## config.mk

```make
export PLATFORM = sky130hd
export DESIGN_NAME = mul_seq_ctrl
export DESIGN_NICKNAME = d
export VERILOG_FILES = /design/src/rtl/mul_seq_ctrl_pkg.sv /design/src/rtl/mul_seq_ctrl.sv
export SDC_FILE = /design/constraint.sdc
export NUM_CORES = 1
export LEC_CHECK = 0
export ABC_AREA = 1
export CORE_MARGIN = 4
export CORE_UTILIZATION = 40
export DETAILED_ROUTE_END_ITERATION = 10
export HOLD_SLACK_MARGIN = 0.1
export PLACE_DENSITY = 0.7
export SYNTH_ARGS = -nofsm -noshare
export SYNTH_HDL_FRONTEND = slang
export SYNTH_SLANG_ARGS = --single-unit
```

## constraint.sdc

```tcl
create_clock -name clk -period 3.7 [get_ports clk]
set_input_delay 0.74 -clock clk [delete_from_list [all_inputs] [get_ports clk]]
set_output_delay 0.74 -clock clk [all_outputs]
set_load 0.03 [all_outputs]
```

## src/rtl/mul_seq_ctrl_pkg.sv

```systemverilog
// ---------------------------------------------------------------------------
// mul_seq_ctrl_pkg
// Shared definitions for the repeated-addition multiplier control path.
//   DEFAULT_WIDTH : default datapath / iteration-counter width
//   state_t       : controller state encoding (3-bit)
// ---------------------------------------------------------------------------
package mul_seq_ctrl_pkg;

  localparam int DEFAULT_WIDTH = 16;

  typedef enum logic [2:0] {
    IDLE   = 3'd0,
    LOAD_A = 3'd1,
    LOAD_B = 3'd2,
    CALC   = 3'd3,
    DONE   = 3'd4
  } state_t;

endpackage

```

## src/rtl/mul_seq_ctrl.sv

```systemverilog
// ---------------------------------------------------------------------------
// mul_seq_ctrl
// Control FSM for a repeated-addition multiplier datapath. Operands A and B
// arrive one after the other on a shared bus (valid/ready). The controller
// then adds A into P once per remaining count of B. It finishes with a
// valid/ready handshake toward the consumer.
//
// Ports:
//   clk        rising-edge clock
//   rst_n      asynchronous active-low reset
//   start      request a new multiply (sampled in IDLE only)
//   in_valid   upstream operand valid on the datapath bus
//   in_ready   controller accepts the operand this cycle
//   eqz        B counter is zero
//   ld_a       load A register from bus
//   ld_b       load B counter from bus
//   dec_b      decrement B counter
//   clr_p      synchronous clear of P
//   ld_p       P <= P + A
//   busy       high in every state except IDLE
//   out_valid  product on P is final
//   out_ready  downstream accepts the product
//   iter_cnt   additions performed in the current/last operation (saturating)
// ---------------------------------------------------------------------------
module mul_seq_ctrl
  import mul_seq_ctrl_pkg::*;
#(
  parameter int WIDTH = DEFAULT_WIDTH
) (
  input  logic             clk,
  input  logic             rst_n,
  input  logic             start,
  input  logic             in_valid,
  output logic             in_ready,
  input  logic             eqz,
  output logic             ld_a,
  output logic             ld_b,
  output logic             dec_b,
  output logic             clr_p,
  output logic             ld_p,
  output logic             busy,
  output logic             out_valid,
  input  logic             out_ready,
  output logic [WIDTH-1:0] iter_cnt
);

  state_t state;

  // State register and iteration counter. The counter is cleared when a new
  // operation is accepted. It is held at all-ones instead of wrapping, so a
  // monitor can never see a long run that looks like a short one.
  always_ff @(posedge clk or negedge rst_n) begin
    if (!rst_n) begin
      state    <= IDLE;
      iter_cnt <= '0;
    end else begin
      case (state)
        IDLE: begin
          if (start) begin
            state    <= LOAD_A;
            iter_cnt <= '0;
          end
        end
        LOAD_A: begin
          if (in_valid) state <= LOAD_B;
        end
        LOAD_B: begin
          if (in_valid) state <= CALC;
        end
        CALC: begin
          if (eqz) begin
            state <= DONE;
          end else if (iter_cnt != {WIDTH{1'b1}}) begin
            iter_cnt <= iter_cnt + 1'b1;
          end
        end
        DONE: begin
          if (out_ready) state <= IDLE;
        end
        default: state <= IDLE;
      endcase
    end
  end

  // Strobes are decoded straight from state and inputs so the datapath acts
  // on the same edge the FSM moves on. P is cleared together with the B load.
  // Stale P from an aborted operation therefore never leaks into a new product.
  always_comb begin
    in_ready  = 1'b0;
    ld_a      = 1'b0;
    ld_b      = 1'b0;
    dec_b     = 1'b0;
    clr_p     = 1'b0;
    ld_p      = 1'b0;
    out_valid = 1'b0;
    busy      = (state != IDLE);
    case (state)
      LOAD_A: begin
        in_ready = 1'b1;
        ld_a     = in_valid;
      end
      LOAD_B: begin
        in_ready = 1'b1;
        ld_b     = in_valid;
        clr_p    = in_valid;
      end
      CALC: begin
        ld_p  = ~eqz;
        dec_b = ~eqz;
      end
      DONE: begin
        out_valid = 1'b1;
      end
      default: ;
    endcase
  end

endmodule

```

# After elaboration in Yosys (flattened, before gate mapping)
# Index checks and enable logic that the tools add are counted.
# op_classes
reduce_logical	6
eq_ne	12
mux	15
n_addsub	1
bitwise	1
# ops
operator	n
$mux W16	3
$pmux W16 S2	1
$add A16 B1 Y16 const B	1
$ne A16 B16 Y1 const B	1
$mux W3	5
$pmux W3 S5	1
$ne A2 B2 Y1 const B	7
$eq A3 B2 Y1 const B	2
$mux W1	5
$reduce_and A5 Y1	1
$reduce_and A4 Y1	1
$eq A3 B1 Y1 const B	1
$eq A3 B3 Y1 const B	1
$logic_not A3 Y1	1
$reduce_bool A3 Y1	1
$reduce_bool A2 Y1	1
$reduce_or A2 Y1	1
$not A1 Y1	1
# word_totals
input_bits	6
reg_bits	19
out_inout_bits	24
wordCells	37

# Depth between registers and ports, before layout
# Gate-level depths: netlist of run 1.
# depth
ltp_word	4
ltp_mapped	10
mapped_depth_nobuf	9

# Worst setup path before layout of run 1
# Ideal clock, no wire load.
# synth_timing
kind	input to output
from	input port in_valid
to	output port ld_b
arrival_ps	1485
setup_slack_ps	1475
t_required_ps	2960
path_buffers	1
cell_stages	3
path_cell_list	inv_1 > nor2_1 > buf_4
# synth_via
elab_chain_len	1
# synth_rtl
element	line_no	rtl
from (decl)	mul_seq_ctrl.sv:33	input logic in_valid,
$mux W1	n/a	
to (decl)	mul_seq_ctrl.sv:37	output logic ld_b,
# No other way between the ends.

# Worst setup path after layout of run 1
# layout_timing
from	input port in_valid
to	output port clr_p
# layout_via
elab_chain_len	1
# layout_rtl
element	line_no	rtl
$mux W1	mul_seq_ctrl.sv:97	case (state)
to (decl)	mul_seq_ctrl.sv:39	output logic clr_p,
# No other way between the ends.

==> results of run 1 <==
power by group through the flow:
stage / combinational, mW / sequential, mW / clock [mW]
3_5_place_dp: 0.428 / 0.259 / 0
2_1_floorplan: 0.328 / 0.262 / 0
4_1_cts: 0.431 / 0.254 / 0.110
5_1_grt: 0.466 / 0.258 / 0.120
3_3_place_gp: 0.429 / 0.257 / 0
6_report: 0.423 / 0.254 / 0.107
flip-flops by register name (all words and copies together), names as in the netlist:
register	flops
iter_cnt	16
state	3
cell type report:
cell class | instances | area, um^2
Inverter | 20 | 75.1
Timing Repair Buffer | 29 | 290
Multi-Input combinational cell | 152 | 733
Clock buffer | 4 | 26.3
Sequential cell | 19 | 475
Tap cell | 44 | 55.1
Fill cell | 326 | 1450
per-layer routing:
| metal | share of wire | routed length [um] | track usage |
|---|---|---|---|
| met1 | 0.50 | 1500 | 0.222 |
| met2 | 0.45 | 1340 | 0.252 |
| met3 | 0.048 | 144 | 0.0239 |
| met4 | 0.0033 | 10 | 0.0389 |
| met5 | 0 | 0 | 0 |
through the flow:
| step | utilization | hold WS [ps] |
|---|---|---|
| floorplan | - | 444 |
| global placement | 0.525 | 516 |
| detailed placement | 0.525 | 531 |
| CTS | 0.533 | 562 |
| global route | 0.533 | 583 |
| finish | 0.533 | 561 |
cells by family after synthesis:
logic type | after synthesis | share of synthesized area
simple gates | 132 | 0.448
buf+inv | 25 | 0.0878
flops | 19 | 0.359
compound gates | 17 | 0.0831
xor+xnor | 2 | 0.0132
fa+ha+maj | 1 | 0.00944
worst paths after layout:
path / startpoint / slack (ps) / to
max in group asynchronous: rst_n / 2270 / iter_cnt[12]
worst min-delay path: iter_cnt[15] / 560 / iter_cnt[15]
min in group asynchronous: rst_n / 920 / iter_cnt[0]
worst max register to register: iter_cnt[0] / 1800 / iter_cnt[5]
worst max-delay path: in_valid / 840 / clr_p
worst min register to register: iter_cnt[15] / 560 / iter_cnt[15]
cell usage after synthesis, drive strengths merged:
library cell and number:
nand2 73, nor2 27, nand3 24, inv 20, dfrtp 19, o21ai 13
buf 4, nand4 4, a21oi 3, nor3 2, or2 2, xor2 2
clkbuf 1, ha 1, o21bai 1
critical path, delay by kind of cell:
kind	cells	cell delay [ps]
buffers and inverters	3	1240
AND/OR/NAND/NOR	1	150
==> key figures, run 1 <==
Run status
  • Status: complete, no violations

STA
  • Min setup slack post-route: 835 ps
  • F_max: 349 MHz
  • Tightest Pin Transition: 846 ps
  • Fin crit share: 0.774
  • Slew Limit Headroom: 0.434
  • Setup Skew: 2.67 ps
  • Final Slew Violations: 0
  • Min Tclk post-route: 2860 ps
  • Final setup fails: 0
  • Final Hold Fails: 0
  • Final setup TNS: 0 ps
  • RSZ-0062 raised after global routing: no

Final layout
  • Commonest cells after routing, fill and taps aside: nand2_1 (67), clkdlybuf4s50_1 (29), nand3_1 (24), nor2_1 (21), inv_1 (20)
  • Commonest non-fill, non-tap cell in the layout: nand2_1
  • Post-Layout Cell Count: 268
  • Design area: 1660 um^2
  • Syn-to-layout area delta: 24.9%
  • # diodes: 0
  • Layout cells sized above 1: 0.103
  • Fin nets: 232

Placed design
  • Hpwl dp: 2.30 mm
  • Buffers added on ports: 29
  • GPL Wtd Cong: 0.833
  • Dpl cell area: 1630 um^2
  • Place WS: 843 ps
  • DP Cell Count: 264

Pwr
  • Seq pwr share: 0.324
  • Clock power frac: 0.137
  • Pint: 0.401 mW
  • PD cells: 474 nW/um^2
  • Sw power: 0.384 mW
  • Sw Ratio: 0.489
  • Peak supply drop: 548 uV
  • Leak Pwr: 0.713 nW
  • Comb pwr share: 0.539
  • Total power: 0.784 mW

Global route
  • Largest net degree at the start of global routing: 22
  • Number of global-route vias before repair: 1223
  • Initial antenna violation count: 0
  • Grt total ovfl: 0
  • Total track usage: 0.157
  • First-pass GRT wire length: 5.46 mm

Drt
  • Routed WL: 2.99 mm
  • Routed WL per cell: 11.2 um
  • Detailed Routing Iterations Pass 1: 4
  • Routed Antenna Nets: 0
  • Routed via count: 1293
  • DR vias/cell: 4.82
  • DRC violations left: 0
  • Initial DRC Count: 72

Yosys
  • Ys Warns: 0
  • Synth cell types: 23
  • Mapped Nets: 203
  • Flops & latches, synth: 19
  • Avg Cell Area, Syn: 6.76 um^2
  • Synth Instances: 196
  • Area leader, netlist: dfrtp_1
  • Synth area leaders: dfrtp_1 (36%), nand2_1 (19%), nand3_1 (9.1%)
  • Seq/Total Area, Yosys: 0.359
  • Top cell type's share of synthesized area: 0.359
  • Mapped Area: 1330 um^2

Worst setup path
  • Most frequent CP cell: clkdlybuf4s50_1
  • WP data required: 2960 ps
  • Setup crit end kind: primary output
  • Crit path cell chain: clkdlybuf4s50_1, inv_1, nor2_1, clkdlybuf4s50_1
  • Critical path arrival: 2120 ps
  • CP startpoint kind: primary input
  • CP max stage cell: clkdlybuf4s50_1
  • Worst r2r path cells: 8
  • CP max stage delay: 690 ps
  • WS Path Type: in2out
  • CP max FO: 2

Floorplan
  • Io pins: 30
  • Cell Rows: 20
  • Initial core utilization: 0.427
  • Core footprint: 3100 um^2
  • Die X: 65.6 um
  • Die H: 65.6 um
  • Die area: 4300 um^2

CTS
  • CTS Buffer Depth: 2
  • Post-CTS sizing: 0
  • Clock Latency Late Sink: 290 ps
  • TritonCTS Buffers: 3
  • CTS Sinks: 19
  • Htree depth: 1
  • Post-CTS Hold Fix Bufs: 0
  • Root Driver: clkbuf_4
  • CTS tree: built
  • Clk slew on worst S/H paths: 110 ps
  • Post-CTS Setup Inserts: 0

Hold path
  • Hold WC Path Type: reg2reg
  • Worst hold stages: 2

Run
  • MaxCap Viol Count: 0
Power figures use the tool's default switching activity.
==> run 2, diff against run 1 <==
--- a/config.mk
+++ b/config.mk
@@ -10,7 +10,7 @@
 export CORE_UTILIZATION = 40
 export DETAILED_ROUTE_END_ITERATION = 10
 export HOLD_SLACK_MARGIN = 0.1
-export PLACE_DENSITY = 0.7
+export PLACE_DENSITY = 0.72
 export SYNTH_ARGS = -nofsm -noshare
 export SYNTH_HDL_FRONTEND = slang
 export SYNTH_SLANG_ARGS = --single-unit
==> constraint.sdc (replaced) <==
create_clock -name clk -period 2.5 [get_ports clk]
set_input_delay 0.5 -clock clk [delete_from_list [all_inputs] [get_ports clk]]
set_output_delay 0.5 -clock clk [all_outputs]
set_load 0.03 [all_outputs]
==> run 2 against run 1 <==
  * Cell count rose by 0.75%
  * Sequential share of layout area fell by 0.34 points
  * Via count rose by 1.8%
  * Register-to-register slack got worse by 1200 ps
  * Flip-flop and latch count did not move
  * Clock skew barely moved
  * Sequential power rose by 48%
  * Clock-buffer cell count fell by 1
  * Utilization rose by 0.65 points
  * Die area did not move
  * Combinational power rose by 50%
  * Critical endpoint is now dec_b
  * Largest power group unchanged
==> key figures, run 2 (synthesis results as in run 1) <==
Worst setup path
  • WS Path Type: in2out
  • CP startpoint kind: primary input
  • Worst Setup SP: eqz
  • WP data required: 2000 ps (-960 ps)
  • Reg2reg start: iter_cnt[0]
  • Critical path arrival: 1830 ps (-290 ps)
  • CP max FO: 6 (+4)
  • Setup crit end kind: primary output

Pwr
  • PD cells: 701 nW/um^2 (+48%)
  • Leak Pwr: 0.758 nW (+6.4%)
  • Peak supply drop: 699 uV (+28%)

Final layout
  • Layout cells sized above 1: 0.115 (+0.0124)
  • Fin nets: 234 (+0.86%)
  • Commonest non-fill, non-tap cell in the layout: nand2_1
  • # diodes: 0 (unchanged)
  • Biggest registers after layout: iter_cnt (16), state (3)
  • Syn-to-layout area delta: 26.4%
  • Commonest cells after routing, fill and taps aside: nand2_1 (67), clkdlybuf4s50_1 (26), nand3_1 (24), nor2_1 (21), inv_1 (20)
  • Largest reg by FF count: iter_cnt
  • Max FFs per register: 16 (unchanged)

Global route
  • Total track usage: 0.162 (+0.00468)
  • Initial antenna violation count: 0 (unchanged)
  • Number of global-route vias before repair: 1316 (+7.6%)
  • First-pass GRT wire length: 5.60 mm (+2.4%)
  • Largest net degree at the start of global routing: 22 (unchanged)
  • Grt total ovfl: 0 (unchanged)

Floorplan
  • Die H: 65.6 um (unchanged)
  • Die area: 4300 um^2 (unchanged)
  • Io pins: 30 (unchanged)
  • Cell Rows: 20 (unchanged)
  • Die X: 65.6 um (unchanged)
  • Initial core utilization: 0.427 (unchanged)
  • Core footprint: 3100 um^2 (unchanged)

STA
  • Final setup fails: 0 (unchanged)
  • Fin crit share: 0.932
  • Final setup TNS: 0 ps (unchanged)
  • F_max: 429 MHz
  • Final Slew Violations: 0 (unchanged)
  • Tightest Pin Transition: 449 ps (-396 ps)
  • Slew Limit Headroom: 0.699 (+0.265)
  • Setup Skew: 3.11 ps (+0.442 ps)
  • RSZ-0062 raised after global routing: no
  • Final Hold Fails: 0 (unchanged)
  • Min Tclk post-route: 2330 ps
  • Min setup slack post-route: 171 ps (-665 ps)

CTS
  • CTS tree: built
  • CTS Buffer Depth: 2 (unchanged)
  • Root Driver: clkbuf_4
  • CTS Sinks: 19 (unchanged)
  • Post-CTS Setup Inserts: 0 (unchanged)
  • Clock Latency Late Sink: 300 ps (about the same)
  • Htree depth: 1 (unchanged)
  • TritonCTS Buffers: 3 (unchanged)
  • Clk slew on worst S/H paths: 120 ps (about the same)

Drt
  • DRC violations left: 0 (unchanged)
  • Routed WL: 3.08 mm (+2.8%)
  • Initial DRC Count: 67 (-6.9%)
  • Routed WL per cell: 11.4 um (+2.1%)
  • Detailed Routing Iterations Pass 1: 4 (unchanged)
  • DR vias/cell: 4.87 (+1.0%)
  • Routed via count: 1316 (+1.8%)
  • Routed Antenna Nets: 0 (unchanged)

Run status
  • Status: complete, no violations

Hold path
  • Hold WC Path Type: in2async

Run
  • MaxCap Viol Count: 0 (unchanged)

Placed design
  • GPL Wtd Cong: 0.837 (+0.43%)
  • Hpwl dp: 2.29 mm (-0.12%)
  • Buffers added on ports: 29 (unchanged)
  • Place WS: 119 ps (-724 ps)
==> run 2: cell count changes in the layout (fill, tap and decap cells not counted) <==
cell	delta
clkinv_2	+1
dlymetal6s2s_1	+2
clkbuf_1	-1
dlygate4sd2_1	+1
clkdlybuf4s50_1	-3
buf_4	+2
==> run 2: worst max-delay path: stages <==
cell	delay [ps]
clkdlybuf4s50_1	390
inv_1	100
nand2_4	80
inv_1	80
clkdlybuf4s50_1	670
==> run 2: area by class of cell <==
class	count	area [um^2]
clock inverters	1	5.00
repair buffers	31	309
well taps	44	55.1
multi-input cells	152	733
flip-flops and latches	19	475
inverters	20	75.1
fillers	332	1430
clock buffers	3	22.5
==> run 2: what timing repair did <==
| item | CTS | global route |
|---|---|---|
| hold buffers | 0 | 0 |
| gates resized for setup | 1 | 2 |
| setup endpoints to repair | 1 | 2 |
==> run 2: power by group <==
part,switching [mW],leakage [nW],total [mW],internal (mW)
Clock,0.105,0.0177,0.165,0.0596
Combinational,0.434,0.479,0.633,0.199
Sequential,0.0404,0.261,0.376,0.335
Total,0.580,0.758,1.17,0.594
==> run 2: worst paths after layout <==
check,endpoint,slack (ps),cells past startpoint
max in group asynchronous,iter_cnt[9],1780,2
min in group clk,iter_cnt[15],560,2
worst max-delay path,dec_b,170,5
worst max register to register,iter_cnt[5],600,8
worst min register to register,iter_cnt[15],560,2
worst min-delay path,iter_cnt[2],510,2
==> run 2: per-stage QoR <==
stage / cells / power [mW] / utilization / hold WS, ps / cell area (um^2)
detailed placement: 266 / 1.02 / 0.530 / 529 / 1640
CTS: 270 / 1.18 / 0.538 / 528 / 1670
floorplan: 196 / 0.873 / - / 204 / 1330
global placement: 266 / 1.02 / 0.530 / 530 / 1640
finish: 270 / 1.17 / 0.540 / 511 / 1680
global route: 270 / 1.27 / 0.540 / 557 / 1680
==> run 2: metal layers <==
layer / part of all wire / track usage / vias to the layer above
met5: 0 / 0 / -
met4: 0.0088 / 0.0492 / 0
met3: 0.064 / 0.0342 / 5
met2: 0.45 / 0.262 / 41
met1: 0.48 / 0.217 / 588
li1: - / - / 682
==> run 3, diff against run 2 <==
--- a/config.mk
+++ b/config.mk
@@ -11,6 +11,7 @@
 export DETAILED_ROUTE_END_ITERATION = 10
 export HOLD_SLACK_MARGIN = 0.1
 export PLACE_DENSITY = 0.72
+export SKIP_LAST_GASP = 1
 export SYNTH_ARGS = -nofsm -noshare
 export SYNTH_HDL_FRONTEND = slang
 export SYNTH_SLANG_ARGS = --single-unit
==> results of run 3 <==
No change in the layout: final DEF, timing and power equal those of run 2.
